**config.mk**
```make
export PLATFORM = sky130hd
export DESIGN_NAME = mem_access_ctrl
export DESIGN_NICKNAME = d
export VERILOG_FILES = /design/src/rtl/mem_access_ctrl_pkg.sv /design/src/rtl/mem_access_ctrl_wb_reg.sv /design/src/rtl/mem_access_ctrl.sv
export SDC_FILE = /design/constraint.sdc
export NUM_CORES = 1
export LEC_CHECK = 0
export CAP_MARGIN = 10
export CELL_PAD_IN_SITES_DETAIL_PLACEMENT = 0
export CELL_PAD_IN_SITES_GLOBAL_PLACEMENT = 1
export CORE_ASPECT_RATIO = 0.75
export CORE_MARGIN = 1
export CORE_UTILIZATION = 36
export CTS_BUF_LIST = sky130_fd_sc_hd__clkbuf_4 sky130_fd_sc_hd__clkbuf_8
export CTS_CLUSTER_SIZE = 16
export DETAILED_ROUTE_END_ITERATION = 6
export PLACE_DENSITY_LB_ADDON = 0.25
export SYNTH_ARGS = -nofsm -noshare
export SYNTH_HDL_FRONTEND = slang
export SYNTH_SLANG_ARGS = --single-unit
```
**constraint.sdc**
```tcl
create_clock -name Clock -period 4.7 [get_ports Clock]
set_input_delay 0.94 -clock Clock [delete_from_list [all_inputs] [get_ports Clock]]
set_output_delay 0.94 -clock Clock [all_outputs]
set_load 0.01 [all_outputs]
```
**src/rtl/mem_access_ctrl_pkg.sv**
```systemverilog
// Shared definitions for the MEM-stage data-memory access controller:
// FSM encoding, datapath widths and the default bus-wait limit.
package mem_access_ctrl_pkg;

    localparam int WORD_W          = 32;
    localparam int REG_W           = 5;
    localparam int CNT_W           = 8;
    localparam int TIMEOUT_DEFAULT = 16;

    typedef enum logic {
        IDLE = 1'b0,
        WAIT = 1'b1
    } state_e;

endpackage

```
**src/rtl/mem_access_ctrl_wb_reg.sv**
```systemverilog
// MEM/WB pipeline register. A bubble clears the write-back controls and holds
// the data fields; otherwise a load captures the full set of inputs.
import mem_access_ctrl_pkg::*;

module mem_wb_reg (
    input  logic              clk,
    input  logic              rst_n,
    input  logic              load,
    input  logic              bubble,
    input  logic              regwrite_in,
    input  logic              memtoreg_in,
    input  logic [WORD_W-1:0] readdata_in,
    input  logic [WORD_W-1:0] alu_result_in,
    input  logic [REG_W-1:0]  mux8_in,
    output logic              regwrite,
    output logic              memtoreg,
    output logic [WORD_W-1:0] readdata,
    output logic [WORD_W-1:0] alu_result,
    output logic [REG_W-1:0]  mux8
);

    logic              regwrite_q, regwrite_d;
    logic              memtoreg_q, memtoreg_d;
    logic [WORD_W-1:0] readdata_q, readdata_d;
    logic [WORD_W-1:0] alu_result_q, alu_result_d;
    logic [REG_W-1:0]  mux8_q, mux8_d;

    always_comb begin
        regwrite_d   = regwrite_q;
        memtoreg_d   = memtoreg_q;
        readdata_d   = readdata_q;
        alu_result_d = alu_result_q;
        mux8_d       = mux8_q;
        if (bubble) begin
            regwrite_d = 1'b0;
            memtoreg_d = 1'b0;
        end else if (load) begin
            regwrite_d   = regwrite_in;
            memtoreg_d   = memtoreg_in;
            readdata_d   = readdata_in;
            alu_result_d = alu_result_in;
            mux8_d       = mux8_in;
        end
    end

    always_ff @(posedge clk or negedge rst_n) begin
        if (!rst_n) begin
            regwrite_q   <= 1'b0;
            memtoreg_q   <= 1'b0;
            readdata_q   <= '0;
            alu_result_q <= '0;
            mux8_q       <= '0;
        end else begin
            regwrite_q   <= regwrite_d;
            memtoreg_q   <= memtoreg_d;
            readdata_q   <= readdata_d;
            alu_result_q <= alu_result_d;
            mux8_q       <= mux8_d;
        end
    end

    assign regwrite   = regwrite_q;
    assign memtoreg   = memtoreg_q;
    assign readdata   = readdata_q;
    assign alu_result = alu_result_q;
    assign mux8       = mux8_q;

endmodule

```
**src/rtl/mem_access_ctrl.sv**
```systemverilog
// MEM-stage data-memory access controller: issues bus requests for aligned
// loads/stores, stalls the pipeline until ack or timeout, feeds MEM/WB.
import mem_access_ctrl_pkg::*;

module mem_access_ctrl #(
    parameter int TIMEOUT = TIMEOUT_DEFAULT
) (
    input  logic              Clock,
    input  logic              Reset_n,
    input  logic              MEM_MemRead,
    input  logic              MEM_MemWrite,
    input  logic              MEM_MemtoReg,
    input  logic              MEM_RegWrite,
    input  logic [WORD_W-1:0] MEM_ALU_result,
    input  logic [WORD_W-1:0] MEM_MUX6_out,
    input  logic [REG_W-1:0]  MEM_MUX8_out,
    output logic              bus_req,
    output logic              bus_we,
    output logic [WORD_W-1:0] bus_addr,
    output logic [WORD_W-1:0] bus_wdata,
    input  logic              bus_ack,
    input  logic [WORD_W-1:0] bus_rdata,
    output logic              Stall,
    output logic              WB_RegWrite,
    output logic              WB_MemtoReg,
    output logic [WORD_W-1:0] WB_ReadData,
    output logic [WORD_W-1:0] WB_ALU_result,
    output logic [REG_W-1:0]  WB_MUX8_out,
    output logic              Misalign,
    output logic              BusErr
);

    localparam logic [CNT_W-1:0] CNT_LAST = CNT_W'(TIMEOUT - 1);

    state_e            state_q, state_d;
    logic [CNT_W-1:0]  cnt_q, cnt_d;
    logic              bus_req_q, bus_req_d;
    logic              bus_we_q, bus_we_d;
    logic [WORD_W-1:0] bus_addr_q, bus_addr_d;
    logic [WORD_W-1:0] bus_wdata_q, bus_wdata_d;
    logic              lat_regwrite_q, lat_regwrite_d;
    logic              lat_memtoreg_q, lat_memtoreg_d;
    logic [REG_W-1:0]  lat_mux8_q, lat_mux8_d;
    logic              misalign_q, misalign_d;
    logic              buserr_q, buserr_d;

    logic              access, aligned, stall_c;
    logic              wb_regwrite, wb_memtoreg;
    logic [WORD_W-1:0] wb_readdata, wb_alu_result;
    logic [REG_W-1:0]  wb_mux8;

    assign access  = MEM_MemRead | MEM_MemWrite;
    assign aligned = (MEM_ALU_result[1:0] == 2'b00);

    always_comb begin
        state_d        = state_q;
        cnt_d          = cnt_q;
        bus_req_d      = bus_req_q;
        bus_we_d       = bus_we_q;
        bus_addr_d     = bus_addr_q;
        bus_wdata_d    = bus_wdata_q;
        lat_regwrite_d = lat_regwrite_q;
        lat_memtoreg_d = lat_memtoreg_q;
        lat_mux8_d     = lat_mux8_q;
        misalign_d     = 1'b0;
        buserr_d       = 1'b0;
        stall_c        = 1'b0;
        wb_regwrite    = MEM_RegWrite;
        wb_memtoreg    = MEM_MemtoReg;
        wb_readdata    = '0;
        wb_alu_result  = MEM_ALU_result;
        wb_mux8        = MEM_MUX8_out;

        unique case (state_q)
            IDLE: begin
                bus_req_d = 1'b0;
                if (access && aligned) begin
                    // Read+write together is resolved as a write.
                    state_d        = WAIT;
                    cnt_d          = '0;
                    bus_req_d      = 1'b1;
                    bus_we_d       = MEM_MemWrite;
                    bus_addr_d     = MEM_ALU_result;
                    bus_wdata_d    = MEM_MUX6_out;
                    lat_regwrite_d = MEM_RegWrite;
                    lat_memtoreg_d = MEM_MemtoReg;
                    lat_mux8_d     = MEM_MUX8_out;
                    stall_c        = 1'b1;
                end else if (access) begin
                    misalign_d  = 1'b1;
                    wb_regwrite = 1'b0;
                end
            end
            WAIT: begin
                wb_regwrite   = lat_regwrite_q;
                wb_memtoreg   = lat_memtoreg_q;
                wb_readdata   = bus_we_q ? '0 : bus_rdata;
                wb_alu_result = bus_addr_q;
                wb_mux8       = lat_mux8_q;
                // An ack on the final allowed cycle still wins over the abort.
                if (bus_ack) begin
                    state_d   = IDLE;
                    bus_req_d = 1'b0;
                end else if (cnt_q == CNT_LAST) begin
                    state_d     = IDLE;
                    bus_req_d   = 1'b0;
                    buserr_d    = 1'b1;
                    wb_regwrite = 1'b0;
                    wb_readdata = '0;
                end else begin
                    cnt_d   = cnt_q + 1'b1;
                    stall_c = 1'b1;
                end
            end
            default: state_d = IDLE;
        endcase
    end

    always_ff @(posedge Clock or negedge Reset_n) begin
        if (!Reset_n) begin
            state_q        <= IDLE;
            cnt_q          <= '0;
            bus_req_q      <= 1'b0;
            bus_we_q       <= 1'b0;
            bus_addr_q     <= '0;
            bus_wdata_q    <= '0;
            lat_regwrite_q <= 1'b0;
            lat_memtoreg_q <= 1'b0;
            lat_mux8_q     <= '0;
            misalign_q     <= 1'b0;
            buserr_q       <= 1'b0;
        end else begin
            state_q        <= state_d;
            cnt_q          <= cnt_d;
            bus_req_q      <= bus_req_d;
            bus_we_q       <= bus_we_d;
            bus_addr_q     <= bus_addr_d;
            bus_wdata_q    <= bus_wdata_d;
            lat_regwrite_q <= lat_regwrite_d;
            lat_memtoreg_q <= lat_memtoreg_d;
            lat_mux8_q     <= lat_mux8_d;
            misalign_q     <= misalign_d;
            buserr_q       <= buserr_d;
        end
    end

    mem_wb_reg u_mem_wb_reg (
        .clk           (Clock),
        .rst_n         (Reset_n),
        .load          (~stall_c),
        .bubble        (stall_c),
        .regwrite_in   (wb_regwrite),
        .memtoreg_in   (wb_memtoreg),
        .readdata_in   (wb_readdata),
        .alu_result_in (wb_alu_result),
        .mux8_in       (wb_mux8),
        .regwrite      (WB_RegWrite),
        .memtoreg      (WB_MemtoReg),
        .readdata      (WB_ReadData),
        .alu_result    (WB_ALU_result),
        .mux8          (WB_MUX8_out)
    );

    assign Stall     = stall_c & Reset_n;
    assign bus_req   = bus_req_q;
    assign bus_we    = bus_we_q;
    assign bus_addr  = bus_addr_q;
    assign bus_wdata = bus_wdata_q;
    assign Misalign  = misalign_q;
    assign BusErr    = buserr_q;

endmodule
```
==> impl_results.md <==
* Post-Layout Cell Count at between 1000 and 1500
* Antenna diodes at 0
* Slowest cell on crit path: clkdlybuf4s50_1
* Drt wl/cell at 16.2 µm
* Syn Nets at 709
* Core Area at 16800 µm²
* Root buffer cell: clkbuf_8
* Total negative slack at 0 ns
* Layout Nets at about 950
* Outcome: finished clean
* # fillers at 1439
* Slew Viols, Final at 0
* Hold-fix buffers, CTS at 0
* Worst Path Arrival at 2.85 ns
* Tot GR Track Use at approximately a fifth
* # IOs at approximately 250
* Yosys cell types at 30
* Ys async rst share at 100%
* # rows at 41
* Startpoint Class: primary input
* Post-Route Utilization at 55.1%
* Drt pass-1 iters at 4
* Worst IR Drop VDD at 0.315 mV
* Main combinational cell family by area after synthesis: simple AND/OR/NAND/NOR gates
* P per Cell Area at 404 nW/µm²
* EDFF count, synth at 0
* Top post-synthesis cells by area: dfrtp_1 63%, nand2_1 13%, mux2i_1 6.5%
* Register area share after synthesis at 62.7%
* Die ar. at 17700 µm²
* Synth Area in Compound Gates at a little under an eighth
* RSZ-0062 raised after global routing: false
* Crit path cell chain: clkdlybuf4s50_1 > or4_4 > and2_1 > inv_2 > and2_1 > clkdlybuf4s50_1
* Hold WC Path Type: in -> async
* Cell Area, Synth at approximately 6200 µm²
* Post-synthesis adder-cell area fraction at less than 1%
* Dominant synthesized flop cell: dfrtp_1
* DRC viols at 0
* Final ANT Viol Nets at 0
* Area growth syn-to-layout at 50.0%
* P_sw at 1.13 mW
* Die height at 116 µm
* Crit path max fanout at 4
* Critical path endpoint category: output port
* DP HPWL at ~11000 µm
* First-pass GRT wire length at 27600 µm
* Maximum clock path buffer count at 2
* Routed WL at 17200 µm
* Int Power at around 2.6 mW
* Share of post-route cells with drive strength above 1 at ~5.9%
* RePlAce Congestion at around 0.77
* I/O Buffers at 247
* Top cell type by total area after synthesis: dfrtp_1
* CP peak stage delay at about 0.56 ns
* Fin crit share at roughly four fifths
* Static leakage at about 4.2 nW
* Yosys warning total at 0
* Register share of total power at around 45%
* Xor and xnor area share after synthesis at 0.283%
* Switch share at 30.0%
* Initial antenna violation count at 0
* Post-CTS setup buffer count at 0
* H-tree depth at 4
* Fmax at around 260 MHz
* Post-layout min period at about 3.8 ns
* Clock latency on the worst-skew pair at between 0.4 and 0.5 ns
* Initial Util at 36.8%
* Post-synthesis area per instance at 10.3 µm²
* First DRT Iteration DRCs at 303
* Yosys top cell area share at 62.7%
* Vias in the first global route at 5200
* Combinational share of power at approximately a quarter
* Clock Power Share at around 30%
* Synth Area in Simple Gates at 15.7%
* Num CTS Buffers at 17
* Clock sink count at 155
* Clock skew at ~0.019 ns
* Vias per cell at 4.83
* Largest net degree at the start of global routing at 114
* # resized after CTS at 0
* Post-synthesis register bit count at around 160
* Crit path kind: in -> out
* Post-synthesis mux area share at 6.47%
* Final hold vios at 0
* Gr ovfl total at 0
* CTS tree: done
* MaxCap Viol Count at 0
* Dpl cells at 1031
* Clk pin slew, worst setup/hold paths at 0.10 ns
* Final setup vio count at 0
* Worst-margin pin slew at 1.20 ns
* Syn Inst Count at 600
* Critical Path RT at 3.76 ns
* Max-slew headroom at 20.3%
* Via count at 5138
* Die Width at 153 µm
[cells in the mapped netlist (2+ instances only)]
library cell and instances:
a21oi_1 75, and2_1 5, nor2_1 9, mux2i_1 40
nand3_1 7, xor2_1 2, dfrtp_1 155, buf_1 4
nand2_1 215, o21ai_0 4, buf_2 5, clkbuf_1 27
nor4_1 2, a22o_1 32, buf_6 3
[metal layers]
metal / up-vias / global-route usage (%) / share of wire, %
met5: - / 0 / 0
met4: 0 / 6.47 / 1.5
met3: 21 / 6.88 / 7.3
met2: 172 / 30.7 / 45
met1: 2466 / 26.9 / 46
li1: 2479 / - / -
[registers in the layout, indices dropped and copies added, names as in the netlist, 5 cells and up]
register and flops:
u_mem_wb_reg.readdata 32, bus_addr 32, lat_mux8_q 5, bus_wdata 32, u_mem_wb_reg.mux8 5, u_mem_wb_reg.alu_result 32, cnt_q 8
[kinds of logic after synthesis]
group,count (synthesis)
AO/OA/AOI/OAI,115
XOR/XNOR,2
adder cells (fa/ha/maj),1
buffers and inverters,42
flip-flops,155
multiplexers,40
AND/OR/NAND/NOR,245
[cell type report]
class,instances,area (µm²),share of cell area [%]
Sequential cell,155,3880,41.8
Tap cell,215,269,2.90
Clock inverter,15,201,2.17
Timing Repair Buffer,257,2560,27.5
Multi-Input combinational cell,403,2130,23.0
Clock buffer,17,234,2.52
Inverter,2,7.51,0.0809
[cell usage in the layout (no fill, tap or decap), types with 5 or more instances in the layout]
cell / count
dfrtp_1: 154
clkdlybuf4s50_1: 246
nand3_1: 7
a21oi_1: 75
buf_4: 9
nand2_1: 215
and2_1: 5
inv_6: 7
a22o_1: 32
mux2i_1: 40
nor2_1: 8
clkbuf_8: 17
[worst paths after layout]
| kind | from | to | slack, ns | cells past startpoint |
|---|---|---|---|---|
| setup / recovery | MEM_ALU_result[1] | Stall | 0.91 | 6 |
| hold / removal | Reset_n | u_mem_wb_reg.readdata[17] | 0.36 | 1 |
| setup reg to reg | state_q | u_mem_wb_reg.mux8[3] | 2.54 | 4 |
| hold reg to reg | bus_wdata[9] | bus_wdata[9] | 0.48 | 2 |
| max in group asynchronous | Reset_n | bus_addr[6] | 2.46 | 3 |
| min in group Clock | bus_wdata[9] | bus_wdata[9] | 0.48 | 2 |
[worst max-delay path, delay by kind of cell]
family                 cells  cell delay (ns)
buffers and inverters      3             1.09
and+or+nand+nor            3             0.82
[power by group through the flow]
stage / logic (mW) / registers (mW) / clock network [mW]
CTS: 0.972 / 1.68 / 1.15
finish: 0.959 / 1.68 / 1.11
floorplan: 0.278 / 1.78 / 0
global placement: 0.954 / 1.69 / 0
detailed placement: 0.968 / 1.70 / 0
global route: 1.04 / 1.71 / 1.20
[through the flow]
step           hold WS [ns]  total power, mW  setup slack [ns]  area [µm²]
2_1_floorplan         0.445             2.06              1.60        6190
3_3_place_gp          0.458             2.65             0.888        8830
3_5_place_dp          0.462             2.67             0.900        8830
4_1_cts               0.346             3.80             0.895        9260
5_1_grt               0.363             3.95             0.836        9280
6_report              0.365             3.75             0.911        9280
Note: power is estimated with default switching activity, not from simulation.
